`config.mk`:
```
export PLATFORM = sky130hd
export DESIGN_NAME = spi_reg_slave
export DESIGN_NICKNAME = d
export VERILOG_FILES = /design/src/rtl/spi_reg_slave.sv
export SDC_FILE = /design/constraint.sdc
export NUM_CORES = 1
export LEC_CHECK = 0
export BUFFER_PORTS_ARGS = -buffer_cell sky130_fd_sc_hd__buf_2
export CAP_MARGIN = 20
export CORE_ASPECT_RATIO = 1.1
export CORE_UTILIZATION = 52
export CTS_CLUSTER_DIAMETER = 150
export CTS_CLUSTER_SIZE = 25
export DETAILED_ROUTE_END_ITERATION = 12
export GPL_TIMING_DRIVEN = 0
export HOLD_SLACK_MARGIN = 0.12
export PLACE_DENSITY_LB_ADDON = 0.3
export SLEW_MARGIN = 5
export SYNTH_ARGS = -nofsm -noshare
export SYNTH_HDL_FRONTEND = slang
export SYNTH_SLANG_ARGS = --single-unit
```
`constraint.sdc`:
```
create_clock -name clk -period 2.95 [get_ports clk]
set_clock_uncertainty 0.05 [all_clocks]
set_input_delay 0.4425 -clock clk [delete_from_list [all_inputs] [get_ports clk]]
set_output_delay 0.4425 -clock clk [all_outputs]
set_load 0.01 [all_outputs]
```
`src/rtl/spi_reg_slave.sv`:
```
// -----------------------------------------------------------------------------
// spi_reg_slave
//   SPI slave that turns SPI frames into register-bus accesses. The first word
//   of a frame is a command (MSB = 1 write, 0 read; low ADDR_WIDTH bits = base
//   address). Following words are written to, or read from, consecutive
//   addresses. The SPI pins are asynchronous and oversampled by clk.
//
// Ports
//   clk      in   system clock, all logic on its rising edge
//   reset    in   synchronous, active-high reset
//   cs       in   SPI chip select, active low (asynchronous)
//   sck      in   SPI clock (asynchronous)
//   mosi     in   SPI data in (asynchronous)
//   miso     out  SPI data out, registered, MSB first
//   addr     out  register address, registered
//   wrData   out  write data, registered
//   wrEn     out  one-clk write strobe
//   rdEn     out  one-clk read request
//   rdData   in   read data, valid the clk after rdEn
//   busy     out  high while a frame is active
//   frameErr out  one-clk pulse when cs rises with a partial word received
// -----------------------------------------------------------------------------
module spi_reg_slave #(
   parameter int WIDTH      = 8,
   parameter int ADDR_WIDTH = 7,
   parameter int CPOL       = 0,
   parameter int CPHA       = 0
) (
   input  logic                  clk,
   input  logic                  reset,
   input  logic                  cs,
   input  logic                  sck,
   input  logic                  mosi,
   output logic                  miso,
   output logic [ADDR_WIDTH-1:0] addr,
   output logic [WIDTH-1:0]      wrData,
   output logic                  wrEn,
   output logic                  rdEn,
   input  logic [WIDTH-1:0]      rdData,
   output logic                  busy,
   output logic                  frameErr
);

   localparam int               CNT_W    = $clog2(WIDTH);
   localparam logic             SCK_IDLE = (CPOL != 0);
   localparam logic [CNT_W-1:0] LAST_BIT = CNT_W'(WIDTH - 1);

   typedef enum logic [1:0] {IDLE, CMD, WRITE, READ} state_t;

   // Pin synchronizers: two flops against metastability, a third for edges.
   logic cs_meta_q, cs_sync_q, cs_dly_q;
   logic sck_meta_q, sck_sync_q, sck_dly_q;
   logic mosi_meta_q, mosi_sync_q;

   state_t                state_q, state_d;
   logic [CNT_W-1:0]      bit_cnt_q, bit_cnt_d;
   logic [WIDTH-2:0]      rx_shift_q, rx_shift_d;
   logic [WIDTH-1:0]      tx_shift_q, tx_shift_d;
   logic [WIDTH-1:0]      next_tx_q, next_tx_d;
   logic [ADDR_WIDTH-1:0] addr_q, addr_d;
   logic [WIDTH-1:0]      wr_data_q, wr_data_d;
   logic                  wr_en_q, wr_en_d;
   logic                  rd_en_q, rd_en_d;
   logic                  rd_cap_q, rd_cap_d;
   logic                  load_pend_q, load_pend_d;
   logic                  frame_err_q, frame_err_d;
   logic                  busy_q, busy_d;
   logic                  miso_q, miso_d;

   logic             cs_fall, cs_rise;
   logic             lead_edge, trail_edge, sample_edge, shift_edge;
   logic             word_done;
   logic [WIDTH-1:0] rx_word;

   assign cs_fall     = cs_dly_q & ~cs_sync_q;
   assign cs_rise     = ~cs_dly_q & cs_sync_q;
   assign lead_edge   = (sck_dly_q == SCK_IDLE) && (sck_sync_q != SCK_IDLE);
   assign trail_edge  = (sck_dly_q != SCK_IDLE) && (sck_sync_q == SCK_IDLE);
   assign sample_edge = (CPHA == 0) ? lead_edge : trail_edge;
   assign shift_edge  = (CPHA == 0) ? trail_edge : lead_edge;
   // mosi_sync_q has the same latency as sck_sync_q, so it is the bit on the pin
   // at the sample edge being detected.
   assign rx_word     = {rx_shift_q, mosi_sync_q};
   assign word_done   = sample_edge && (bit_cnt_q == LAST_BIT);

   always_comb begin
      // NOTE: every _d gets a default before any branch, so no latch is inferred.
      state_d     = state_q;
      bit_cnt_d   = bit_cnt_q;
      rx_shift_d  = rx_shift_q;
      tx_shift_d  = tx_shift_q;
      next_tx_d   = next_tx_q;
      addr_d      = addr_q;
      wr_data_d   = wr_data_q;
      wr_en_d     = 1'b0;
      rd_en_d     = 1'b0;
      rd_cap_d    = 1'b0;
      load_pend_d = load_pend_q;
      frame_err_d = 1'b0;

      // The address advances the clk after each strobe, so every strobe is
      // presented with the address it refers to.
      if (wr_en_q || rd_en_q) begin
         addr_d = addr_q + ADDR_WIDTH'(1);
      end
      // rdData is valid the clk after rdEn; capture it then.
      rd_cap_d = rd_en_q;

      if (state_q == IDLE) begin
         if (cs_fall) begin
            state_d     = CMD;
            bit_cnt_d   = '0;
            tx_shift_d  = '0;
            load_pend_d = 1'b0;
         end
      end else if (cs_rise) begin
         // cs rising wins over a sample edge in the same clk: the partial word
         // is dropped and no further strobes are issued.
         state_d     = IDLE;
         frame_err_d = (bit_cnt_q != '0);
         bit_cnt_d   = '0;
         tx_shift_d  = '0;
         load_pend_d = 1'b0;
         rd_cap_d    = 1'b0;
      end else begin
         if (sample_edge) begin
            rx_shift_d = rx_word[WIDTH-2:0];
            bit_cnt_d  = word_done ? '0 : bit_cnt_q + CNT_W'(1);
         end
         if (word_done) begin
            load_pend_d = 1'b1;
            unique case (state_q)
               CMD: begin
                  addr_d = rx_word[ADDR_WIDTH-1:0];
                  if (rx_word[WIDTH-1]) begin
                     state_d = WRITE;
                  end else begin
                     state_d = READ;
                     rd_en_d = 1'b1;
                  end
               end
               WRITE: begin
                  wr_en_d   = 1'b1;
                  wr_data_d = rx_word;
               end
               READ:    rd_en_d = 1'b1;
               default: ;
            endcase
         end
         // Sample and shift edges are opposite sck edges and never coincide.
         if (shift_edge) begin
            if (load_pend_q) begin
               tx_shift_d  = next_tx_q;
               load_pend_d = 1'b0;
            end else begin
               tx_shift_d = {tx_shift_q[WIDTH-2:0], 1'b0};
            end
         end
      end

      // Outside READ the next transmit word is forced to zero, so miso is 0.
      if (state_q != READ) begin
         next_tx_d = '0;
      end else if (rd_cap_q) begin
         next_tx_d = rdData;
      end

      busy_d = (state_d != IDLE);
      miso_d = tx_shift_d[WIDTH-1];
   end

   // NOTE: sequential state uses non-blocking assignments only, so every flop
   // samples the values from before the clock edge.
   always_ff @(posedge clk) begin
      if (reset) begin
         // cs flops reset low: a cs held low through reset must first go high
         // before its falling edge can start a frame.
         cs_meta_q   <= 1'b0;
         cs_sync_q   <= 1'b0;
         cs_dly_q    <= 1'b0;
         sck_meta_q  <= SCK_IDLE;
         sck_sync_q  <= SCK_IDLE;
         sck_dly_q   <= SCK_IDLE;
         mosi_meta_q <= 1'b0;
         mosi_sync_q <= 1'b0;
         state_q     <= IDLE;
         bit_cnt_q   <= '0;
         rx_shift_q  <= '0;
         tx_shift_q  <= '0;
         next_tx_q   <= '0;
         addr_q      <= '0;
         wr_data_q   <= '0;
         wr_en_q     <= 1'b0;
         rd_en_q     <= 1'b0;
         rd_cap_q    <= 1'b0;
         load_pend_q <= 1'b0;
         frame_err_q <= 1'b0;
         busy_q      <= 1'b0;
         miso_q      <= 1'b0;
      end else begin
         cs_meta_q   <= cs;
         cs_sync_q   <= cs_meta_q;
         cs_dly_q    <= cs_sync_q;
         sck_meta_q  <= sck;
         sck_sync_q  <= sck_meta_q;
         sck_dly_q   <= sck_sync_q;
         mosi_meta_q <= mosi;
         mosi_sync_q <= mosi_meta_q;
         state_q     <= state_d;
         bit_cnt_q   <= bit_cnt_d;
         rx_shift_q  <= rx_shift_d;
         tx_shift_q  <= tx_shift_d;
         next_tx_q   <= next_tx_d;
         addr_q      <= addr_d;
         wr_data_q   <= wr_data_d;
         wr_en_q     <= wr_en_d;
         rd_en_q     <= rd_en_d;
         rd_cap_q    <= rd_cap_d;
         load_pend_q <= load_pend_d;
         frame_err_q <= frame_err_d;
         busy_q      <= busy_d;
         miso_q      <= miso_d;
      end
   end

   assign miso     = miso_q;
   assign addr     = addr_q;
   assign wrData   = wr_data_q;
   assign wrEn     = wr_en_q;
   assign rdEn     = rd_en_q;
   assign busy     = busy_q;
   assign frameErr = frame_err_q;

endmodule
```
==> results_dict.tcl <==
set metrics [dict create \
    whs_path_depth 2 \
    required_ns 3.10 \
    path_delay_family "simple AND/OR/NAND/NOR gates" \
    vias 1825 \
    period_minus_slack_ns 1.979 \
    drc_errors 0 \
    r2r_cells 8 \
    cp_data_arrival_time_ns 2.13 \
    start_util_pct 54.75 \
    peakVddDrop_v 0.0003795 \
    drt_iter0_markers 109 \
    layout.nets 296 \
    cts_made_buffers 9 \
    viasPerCell 5.415 \
    die_y_um 72.71 \
    syn_avg_cell_area_um2 10.01 \
    power_mw 1.539 \
    max_slew_margin_pct 60.69 \
    ant_nets 0 \
    drt_first_pass_iters 4 \
    gp_congestion 0.8849 \
    syn_to_final_growth_pct 17.89 \
    cp_max_fo 10 \
    clk_pin_slew_ns 0.07 \
    max_stage_delay_ns 0.38 \
    syn_inst 236 \
    p_leak_nw 1.025 \
    grt_pass1_wl_mm 7.486 \
    cts_root_buffer "clkbuf_8" \
    post_cts_resized 0 \
    post_drt_wl_per_cell_um 13.63 \
    fin_crit_sh_pct 67.09 \
    dp_hpwl_mm 3.094 \
    cp.buffers_inverters 2 \
    final_max_slew_viol_count 0 \
    cts_hold_buf 0 \
    routed_wl_mm 4.594 \
    whs_ns 0.2679 \
    yosysTopAreaCellShare_pct 48.28 \
    tritoncts "done" \
    drive_gt1_share_pct 22.97 \
    yosysSeqAreaShare_pct 48.28 \
    rsz0062_at_grt "false" \
    hold_path.class "in2reg" \
    num_io_pins 33 \
    syn_area_mm2 0.002364 \
    synthTopCellsByArea "dfxtp_1 (48%), mux2i_1 (13%), nor2_1 (6.0%)" \
    post_cts_buffers 0 \
    synth_nets 253 \
    die_area_mm2 0.004819 \
    finalHoldViolCount 0 \
    min_to "sck_meta_q" \
    crit_path_top_delay_cell "dfxtp_1" \
    htree_levels 3 \
    regToRegSetupSlack_ns 0.97 \
    fmax_ghz 0.5052 \
    status "complete, no violations" \
    overflow 0 \
    hp-start "sck" \
    worst_pin_slew_ns 0.5749 \
    die_w_um 66.28 \
    synth_cell_types 38 \
    cts_num_sinks 57 \
    cp.depth 8 \
    synth-edff-count 0 \
    num_rows 25 \
    setup_viol 0 \
    fp.coreArea_mm2 0.004317 \
    clock_path_buffers 2 \
    clkLatencyLatePin_ns 0.33 \
    worstReg2RegEnd "addr[4]" \
    grt_max_degree 11 \
    async_flop_share_pct 0 \
    cp_common_cell "ha_1" \
    r2r_start "bit_cnt_q[0]" \
    synth_flop_cell "dfxtp_1" \
    antenna_found_initial 0 \
    start_kind "flip-flop" \
    diodes 0 \
    crit_chain "ha_1 > ha_1 > nand4b_1 > or3_1 > buf_2 > buf_6 > nor2_1 > a211oi_2" \
    track_usage_pct 20.98 \
    synth_seq_cells 57 \
    setup-tns-final_ns 0 \
    port_buffers 32 \
    critical_path.endpoint_type "flip-flop" \
    path_class "reg2reg" \
    p_per_area_mw_per_mm2 552.3 \
    synth_area_leader_cell "dfxtp_1" \
    grt_pass1_vias 1607 \
    yosysWarnings 0 \
    drv_cap 0 \
]
-- through the flow --
step | cells | utilization, % | setup slack (ns) | cell area (um^2)
final | 337 | 64.55 | 0.9708 | 2786
after global routing | 337 | 64.55 | 0.8846 | 2786
after CTS | 337 | 64.55 | 1.003 | 2786
after detailed placement | 322 | 60.03 | 1.016 | 2591
after global placement | 322 | 60.03 | 0.9977 | 2591
after floorplan | 236 | - | 1.212 | 2364
-- power by group --
part	internal (mW)	switching [mW]
combinational	0.0159	0.0251
sequential	0.775	0.00293
clock	0.429	0.291
-- worst max path at each step --
| stage | start | endpoint | slack [ns] |
|---|---|---|---|
| after global routing | bit_cnt_q[0] | addr[4] | 0.88 |
| after floorplan | bit_cnt_q[0] | addr[3] | 1.21 |
| after CTS | bit_cnt_q[0] | addr[4] | 1.00 |
| after global placement | bit_cnt_q[0] | addr[4] | 1.0 |
| final | bit_cnt_q[0] | addr[4] | 0.97 |
| after detailed placement | bit_cnt_q[0] | addr[4] | 1.02 |
-- cell usage after synthesis, types with 2 or more instances --
| library cell | count |
|---|---|
| nor3b_1 | 2 |
| inv_1 | 4 |
| nand3b_1 | 4 |
| nand3_1 | 11 |
| o21ai_0 | 2 |
| a21oi_1 | 11 |
| mux2i_1 | 31 |
| nor2_1 | 38 |
| buf_4 | 2 |
| ha_1 | 4 |
| nor2b_1 | 11 |
| xnor2_1 | 3 |
| clkbuf_1 | 5 |
| buf_2 | 5 |
| nand2b_1 | 2 |
| buf_6 | 2 |
| a32oi_1 | 2 |
| nand2_1 | 4 |
| o2111ai_1 | 2 |
| or3_1 | 2 |
| nor3_1 | 2 |
| buf_1 | 2 |
| or4_1 | 8 |
| a211oi_2 | 5 |
| dfxtp_1 | 57 |
| xor2_1 | 3 |
-- final cells by class --
class / count / area [um^2]
fillers: 375 / 1530
clock inverters: 3 / 40.04
inverters: 4 / 15.01
repair buffers: 32 / 160.2
clock buffers: 12 / 155.1
plain buffers: 16 / 88.84
well taps: 54 / 67.56
flip-flops and latches: 57 / 1141
multi-input cells: 159 / 1119
-- metal layers --
layer / vias up / part of all wire [%] / track usage [%]
li1: 913 / - / -
met1: 859 / 48 / 26.91
met2: 43 / 45 / 30.95
met3: 10 / 4.5 / 6.875
met4: 0 / 2.2 / 11.58
met5: - / 0 / 0
-- sequential cells by signal (all words and copies together) (netlist names), 2 cells and up --
name	cells
addr	7
bit_cnt_q	3
next_tx_q	8
rx_shift_q	7
state_q	2
tx_shift_q	8
wrData	8
-- layout by cell type, fill, tap and decap left out, types with 4 or more instances in the layout --
master,n
or4_1,8
mux2i_1,31
inv_1,4
nand2_1,4
clkbuf_1,6
nand3_1,11
nand3b_1,4
ha_1,4
a21oi_1,11
buf_2,37
nor2_1,38
a211oi_2,5
clkbuf_8,11
dfxtp_1,57
nor2b_1,11
-- logic make-up after synthesis --
logic type / share of synthesized area [%]
XOR/XNOR: 2.224
AO/OA/AOI/OAI: 9.317
adder cells (fa/ha/maj): 2.118
AND/OR/NAND/NOR: 20.54
buffers and inverters: 4.393
flip-flops: 48.28
multiplexers: 13.13
-- worst reg2reg max path, stage by stage, from the launching register on --
cell,delay [ns]
dfxtp_1,0.38
ha_1,0.17
ha_1,0.24
nand4b_1,0.17
or3_1,0.35
buf_2,0.16
buf_6,0.15
nor2_1,0.12
a211oi_2,0.06
No activity file was read; power rests on OpenSTA's default activity.
